$ cat src/rtl/sd_req_arbiter.sv
// Round-robin arbiter sharing the user_io SD sector port between two clients.
// Buffer traffic follows the grant; a watchdog gives up on a missing sd_ack.
module sd_req_arbiter #(
  parameter int unsigned ACK_TIMEOUT = 4_000_000
) (
  input  logic        clk_sys,
  input  logic        reset,
  input  logic        req0_rd,
  input  logic        req0_wr,
  input  logic [31:0] req0_lba,
  output logic        req0_busy,
  output logic        req0_done,
  output logic        req0_err,
  output logic        req0_buff_wr,
  input  logic [7:0]  req0_buff_din,
  output logic [8:0]  req0_buff_addr,
  output logic [7:0]  req0_buff_dout,
  input  logic        req1_rd,
  input  logic        req1_wr,
  input  logic [31:0] req1_lba,
  output logic        req1_busy,
  output logic        req1_done,
  output logic        req1_err,
  output logic        req1_buff_wr,
  input  logic [7:0]  req1_buff_din,
  output logic [8:0]  req1_buff_addr,
  output logic [7:0]  req1_buff_dout,
  output logic        sd_rd,
  output logic        sd_wr,
  output logic [31:0] sd_lba,
  input  logic        sd_ack,
  input  logic [8:0]  sd_buff_addr,
  input  logic [7:0]  sd_buff_dout,
  input  logic        sd_buff_wr,
  output logic [7:0]  sd_buff_din,
  output logic [1:0]  grant
);

  typedef enum logic [1:0] {IDLE, REQ, XFER} state_t;

  localparam logic [31:0] TIMER_LAST = 32'(ACK_TIMEOUT - 1);

  logic [1:0]       strobe_rd, strobe_wr, busy, pending, dir, clear_pending;
  logic [1:0][31:0] strobe_lba, lba;

  state_t      state_reg, state_next;
  logic [1:0]  grant_reg, grant_next;
  logic [1:0]  done_reg, done_next;
  logic [1:0]  err_reg, err_next;
  logic        sd_rd_reg, sd_rd_next;
  logic        sd_wr_reg, sd_wr_next;
  logic [31:0] sd_lba_reg, sd_lba_next;
  logic [31:0] timer_reg, timer_next;
  logic        last_served_reg, last_served_next;
  logic        pick;

  assign strobe_rd  = {req1_rd, req0_rd};
  assign strobe_wr  = {req1_wr, req0_wr};
  assign strobe_lba = {req1_lba, req0_lba};
  assign busy       = pending | grant_reg;

  // Per-requester capture: a strobe is taken only while the requester is idle.
  generate
    for (genvar gi = 0; gi < 2; gi++) begin : g_req
      logic        pend_reg;
      logic        dir_reg;
      logic [31:0] lba_reg;

      always_ff @(posedge clk_sys) begin
        if (reset) begin
          pend_reg <= 1'b0;
          dir_reg  <= 1'b0;
          lba_reg  <= '0;
        end else if (clear_pending[gi]) begin
          pend_reg <= 1'b0;
        end else if (!busy[gi] && (strobe_rd[gi] || strobe_wr[gi])) begin
          pend_reg <= 1'b1;
          dir_reg  <= !strobe_rd[gi];
          lba_reg  <= strobe_lba[gi];
        end
      end

      assign pending[gi] = pend_reg;
      assign dir[gi]     = dir_reg;
      assign lba[gi]     = lba_reg;
    end
  endgenerate

  always_ff @(posedge clk_sys) begin
    if (reset) begin
      state_reg       <= IDLE;
      grant_reg       <= 2'b00;
      done_reg        <= 2'b00;
      err_reg         <= 2'b00;
      sd_rd_reg       <= 1'b0;
      sd_wr_reg       <= 1'b0;
      sd_lba_reg      <= '0;
      timer_reg       <= '0;
      last_served_reg <= 1'b1;
    end else begin
      state_reg       <= state_next;
      grant_reg       <= grant_next;
      done_reg        <= done_next;
      err_reg         <= err_next;
      sd_rd_reg       <= sd_rd_next;
      sd_wr_reg       <= sd_wr_next;
      sd_lba_reg      <= sd_lba_next;
      timer_reg       <= timer_next;
      last_served_reg <= last_served_next;
    end
  end

  always_comb begin
    state_next       = state_reg;
    grant_next       = grant_reg;
    done_next        = 2'b00;
    err_next         = 2'b00;
    sd_rd_next       = sd_rd_reg;
    sd_wr_next       = sd_wr_reg;
    sd_lba_next      = sd_lba_reg;
    timer_next       = timer_reg;
    last_served_next = last_served_reg;
    clear_pending    = 2'b00;
    pick             = 1'b0;

    case (state_reg)
      IDLE: begin
        // A still-high sd_ack means a transfer from before reset is draining.
        if (!sd_ack && (pending != 2'b00)) begin
          pick        = (pending == 2'b11) ? !last_served_reg : pending[1];
          grant_next  = pick ? 2'b10 : 2'b01;
          sd_lba_next = lba[pick];
          sd_rd_next  = !dir[pick];
          sd_wr_next  = dir[pick];
          timer_next  = '0;
          state_next  = REQ;
        end
      end
      REQ: begin
        if (sd_ack) begin
          sd_rd_next = 1'b0;
          sd_wr_next = 1'b0;
          state_next = XFER;
        end else if (timer_reg == TIMER_LAST) begin
          sd_rd_next       = 1'b0;
          sd_wr_next       = 1'b0;
          done_next        = grant_reg;
          err_next         = grant_reg;
          clear_pending    = grant_reg;
          grant_next       = 2'b00;
          last_served_next = grant_reg[1];
          state_next       = IDLE;
        end else if (timer_reg != '1) begin
          timer_next = timer_reg + 32'd1;
        end
      end
      XFER: begin
        if (!sd_ack) begin
          done_next        = grant_reg;
          clear_pending    = grant_reg;
          grant_next       = 2'b00;
          last_served_next = grant_reg[1];
          state_next       = IDLE;
        end
      end
      default: state_next = IDLE;
    endcase
  end

  always_comb begin
    sd_buff_din = 8'h00;
    if (grant_reg[0]) begin
      sd_buff_din = req0_buff_din;
    end else if (grant_reg[1]) begin
      sd_buff_din = req1_buff_din;
    end
  end

  assign req0_buff_wr   = sd_buff_wr & grant_reg[0];
  assign req1_buff_wr   = sd_buff_wr & grant_reg[1];
  assign req0_buff_addr = sd_buff_addr;
  assign req1_buff_addr = sd_buff_addr;
  assign req0_buff_dout = sd_buff_dout;
  assign req1_buff_dout = sd_buff_dout;

  assign req0_busy = busy[0];
  assign req1_busy = busy[1];
  assign req0_done = done_reg[0];
  assign req1_done = done_reg[1];
  assign req0_err  = err_reg[0];
  assign req1_err  = err_reg[1];
  assign sd_rd     = sd_rd_reg;
  assign sd_wr     = sd_wr_reg;
  assign sd_lba    = sd_lba_reg;
  assign grant     = grant_reg;

endmodule

$ cat config.mk
export PLATFORM = sky130hd
export DESIGN_NAME = sd_req_arbiter
export DESIGN_NICKNAME = d
export VERILOG_FILES = /design/src/rtl/sd_req_arbiter.sv
export SDC_FILE = /design/constraint.sdc
export NUM_CORES = 1
export LEC_CHECK = 0
export BUFFER_PORTS_ARGS = -buffer_cell sky130_fd_sc_hd__buf_2
export CAP_MARGIN = 20
export CELL_PAD_IN_SITES_DETAIL_PLACEMENT = 1
export CELL_PAD_IN_SITES_GLOBAL_PLACEMENT = 1
export CORE_MARGIN = 2
export CORE_UTILIZATION = 38
export CTS_CLUSTER_DIAMETER = 120
export CTS_CLUSTER_SIZE = 24
export DETAILED_ROUTE_END_ITERATION = 16
export HOLD_SLACK_MARGIN = 0.02
export PLACE_DENSITY_LB_ADDON = 0.1
export SLEW_MARGIN = 20
export SYNTH_ARGS = -nofsm -noshare
export SYNTH_HDL_FRONTEND = slang
export SYNTH_SLANG_ARGS = --single-unit
$ cat constraint.sdc
create_clock -name clk_sys -period 2.6 [get_ports clk_sys]
set_input_delay 0 -clock clk_sys [delete_from_list [all_inputs] [get_ports clk_sys]]
set_output_delay 0 -clock clk_sys [all_outputs]
set_load 0.01 [all_outputs]
==> reports/summary.json <==
{
  "run_status": {"value": "finished, final reports clean"},
  "finalSetupTns": {"value": 0, "unit": "ns"},
  "synth_simple_gate_area_frac": {"value": 0.209},
  "layout_commonest_cell": {"value": "sky130_fd_sc_hd__nand2_1"},
  "antenna_found_initial": {"value": 1},
  "power_frac_seq": {"value": 0.354},
  "grt_setup_unrepaired": {"value": "no"},
  "synth_area_per_cell": {"value": 8.23, "unit": "sq um"},
  "grt_start_max_net_pins": {"value": 80},
  "cellPowerDensity": {"value": 842, "unit": "nW/um^2"},
  "netSwitchingFraction": {"value": 0.328},
  "power.internal": {"value": 0.00504, "unit": "W"},
  "synth-adder-area-share": {"value": 0.00773},
  "grt_overflow_total": {"value": 0},
  "post_drt_via_cell_ratio": {"value": 5.30},
  "num-fill-cells": {"value": 1956},
  "synth_enable_flop_cells": {"value": 0},
  "dieWidth": {"value": 135, "unit": "microns"},
  "worst-endpoint-required": {"value": 2.92, "unit": "ns"},
  "standard_cell_with_the_maximum_stage_delay_on_the_critical_path": {"value": "sky130_fd_sc_hd__or4_4"},
  "power.ir.vdd_worst": {"value": 568, "unit": "uV"},
  "max-slew-margin-rel": {"value": 0.431},
  "cp_top_family": {"value": "simple AND/OR/NAND/NOR gates"},
  "crit_path_cell_trace": {"value": "ha_2 -> nand4_1 -> or4_4 -> o31a_4 -> o211ai_4 -> buf_4 -> nor2_1 -> a31o_2"},
  "switching_power": {"value": 0.00246, "unit": "W"},
  "wl_per_cell": {"value": 17.4, "unit": "microns"},
  "number_of_maximum_capacitance_constraint_violations": {"value": 0},
  "synth_flop_type": {"value": "sky130_fd_sc_hd__dfxtp_1"},
  "final_critical_path_time_including_i_o_delays_and_setup": {"value": 2.53, "unit": "ns"},
  "seq_area_frac_synth": {"value": 0.442},
  "cp-start-kind": {"value": "register"},
  "tritoncts": {"value": "built"},
  "fraction_of_layout_cells_with_a_size_suffix_above_1": {"value": 0.224},
  "report.final.setup_viol": {"value": 0},
  "most-common-layout-cells": {"value": "sky130_fd_sc_hd__nand2_1, sky130_fd_sc_hd__dfxtp_1, sky130_fd_sc_hd__buf_2"},
  "worstPathBufferInverterCount": {"value": 1},
  "asyncSetResetFlopFracSynth": {"value": 0},
  "layout-area-overhead-vs-synth": {"value": 37.6, "unit": "%"},
  "drc": {"value": 0},
  "crit_fanout": {"value": 11},
  "design.die.area": {"value": 18100, "unit": "sq um"},
  "finalWirelength": {"value": 21200, "unit": "microns"},
  "report.final.hold_viol_count": {"value": 0},
  "critical-path-max-stage-delay": {"value": 0.61, "unit": "ns"},
  "htree_num_levels": {"value": 4},
  "finalHoldWorstSlack": {"value": 0.0412, "unit": "ns"},
  "clk_latency": {"value": 0.43, "unit": "ns"},
  "dieHeight": {"value": 135, "unit": "microns"},
  "drt_pre_antenna_iters": {"value": 4},
  "clock_tree.root_cell": {"value": "sky130_fd_sc_hd__clkbuf_16"},
  "io_buffers": {"value": 139},
  "combinational_family_with_the_most_area_after_synthesis": {"value": "simple AND/OR/NAND/NOR gates"},
  "synth_cells": {"value": 786},
  "grt_pass1_wl": {"value": 34300, "unit": "microns"},
  "syn-cell-area": {"value": 6470, "unit": "sq um"},
  "standard_cell_core_area": {"value": 16600, "unit": "sq um"},
  "cts_made_buffers": {"value": 17},
  "clockBufferDepth": {"value": 2},
  "timing.clock.skew": {"value": 0.00822, "unit": "ns"},
  "first_global_vias": {"value": 6969},
  "dr_iter_0_viols": {"value": 358},
  "endpoint_kind": {"value": "register"},
  "routabilityCongestion": {"value": 0.806},
  "starting_density_of_the_core": {"value": 0.389},
  "ioPinCount": {"value": 191},
  "route.antenna.remaining_nets": {"value": 0},
  "clock_sinks": {"value": 143},
  "critPathArrivalTime": {"value": 2.84, "unit": "ns"},
  "clkSlewWorstSetupHoldPaths": {"value": 0.06, "unit": "ns"},
  "hpwl": {"value": 13400, "unit": "microns"},
  "synth-compound-area-share": {"value": 0.204},
  "pwr-share-comb": {"value": 0.293},
  "synthXorXnorAreaFrac": {"value": 0},
  "grt.total_usage": {"value": 0.237},
  "routed-via-count": {"value": 6456},
  "synth.ff_latch_count": {"value": 143},
  "synth.area.mux_share": {"value": 0.0557},
  "core.rowCount": {"value": 47},
  "final_stage_net_count": {"value": 1094},
  "max_freq": {"value": 396, "unit": "MHz"},
  "type_of_the_worst_setup_path": {"value": "register to register"},
  "clock_power_share": {"value": 0.353},
  "synthesis.yosys.warnings": {"value": 0},
  "synth_cell_type_count": {"value": 61},
  "hold_path_class": {"value": "input pin to register"},
  "mappedNetlistNets": {"value": 895},
  "largest_register_ffs": {"value": 64},
  "power_leakage": {"value": 3.66, "unit": "nW"},
  "finalCritPeriodShare": {"value": 0.972},
  "slew_at_the_pin_closest_to_its_max_slew_limit": {"value": 0.853, "unit": "ns"},
  "timing.final.max_slew_violations": {"value": 0}
}
final timing paths:
check	depth (start not counted)	endpoint	slack, ns	startpoint
max reg2reg	8	timer_reg[1]$_SDFFE_PP0P_	0.07	timer_reg[1]$_SDFFE_PP0P_
max	8	timer_reg[1]$_SDFFE_PP0P_	0.07	timer_reg[1]$_SDFFE_PP0P_
min reg2reg	2	g_req[0].lba_reg[17]$_SDFFE_PP0P_	0.45	g_req[0].lba_reg[17]$_SDFFE_PP0P_
min	2	last_served_reg$_SDFFE_PP1P_	0.04	sd_ack
metrics by stage:
stage                     power [W]  cell area (sq um)  cells   util  setup WS, ns
after global routing        0.00790               8900   1218  0.535        0.0113
after floorplan             0.00401               6470    786      -         0.313
after CTS                   0.00752               8860   1215  0.533        0.0799
after detailed placement    0.00468               7230   1084  0.434        0.0868
after global placement      0.00460               7230   1084  0.434         0.184
final                       0.00749               8900   1218  0.535        0.0739
power by group through the flow:
stage | clock, W | sequential (W) | combinational [W]
floorplan | 0 | 0.00272 | 0.00129
CTS | 0.00270 | 0.00266 | 0.00216
finish | 0.00265 | 0.00266 | 0.00219
global placement | 0 | 0.00268 | 0.00191
global route | 0.00280 | 0.00269 | 0.00241
detailed placement | 0 | 0.00270 | 0.00199
worst reg2reg max path: stages (launching register included):
cell,delay [ns]
sky130_fd_sc_hd__dfxtp_1,0.39
sky130_fd_sc_hd__ha_2,0.25
sky130_fd_sc_hd__nand4_1,0.16
sky130_fd_sc_hd__or4_4,0.61
sky130_fd_sc_hd__o31a_4,0.33
sky130_fd_sc_hd__o211ai_4,0.19
sky130_fd_sc_hd__buf_4,0.23
sky130_fd_sc_hd__nor2_1,0.07
sky130_fd_sc_hd__a31o_2,0.20
layer usage:
metal	vias to the layer above	routed length (microns)	GRT usage
met2	144	11200	0.429
met4	0	397	0.0895
met3	41	942	0.0623
met5	-	0	0
met1	3144	8560	0.266
li1	3127	-	-
Yosys cell counts (all sizes together) (11+ instances only):
library cell | count | area share
a211oi | 36 | 0.042
buf | 43 | 0.049
nor3 | 11 | 0.010
nand3 | 14 | 0.011
nor2 | 64 | 0.038
o21ai | 14 | 0.011
o211ai | 11 | 0.015
clkbuf | 46 | 0.027
a21oi | 85 | 0.066
dfxtp | 143 | 0.44
nand2 | 163 | 0.095
mux2i | 36 | 0.056
kinds of logic after synthesis:
logic type / after synthesis
adder cells (fa/ha/maj): 4
buffers and inverters: 99
AND/OR/NAND/NOR: 304
AO/OA/AOI/OAI: 200
multiplexers: 36
flip-flops: 143
area by class of cell:
class | instances | area (sq um) | area share
multi-input combinational | 544 | 3120 | 0.351
sequential | 143 | 2860 | 0.322
timing repair buffer | 269 | 1970 | 0.221
clock buffer | 20 | 457 | 0.0513
tap | 220 | 275 | 0.0309
clock inverter | 11 | 179 | 0.0201
inverter | 10 | 37.5 | 0.00422
antenna | 1 | 2.50 | 0.000281
what timing repair did:
item,4_1_cts,5_1_grt
hold endpoints to repair,102,0
setup endpoints to repair,0,19
resized for setup,0,5
buffers inserted,0,2
hold buffers,100,0
Power figures use the tool's default switching activity.
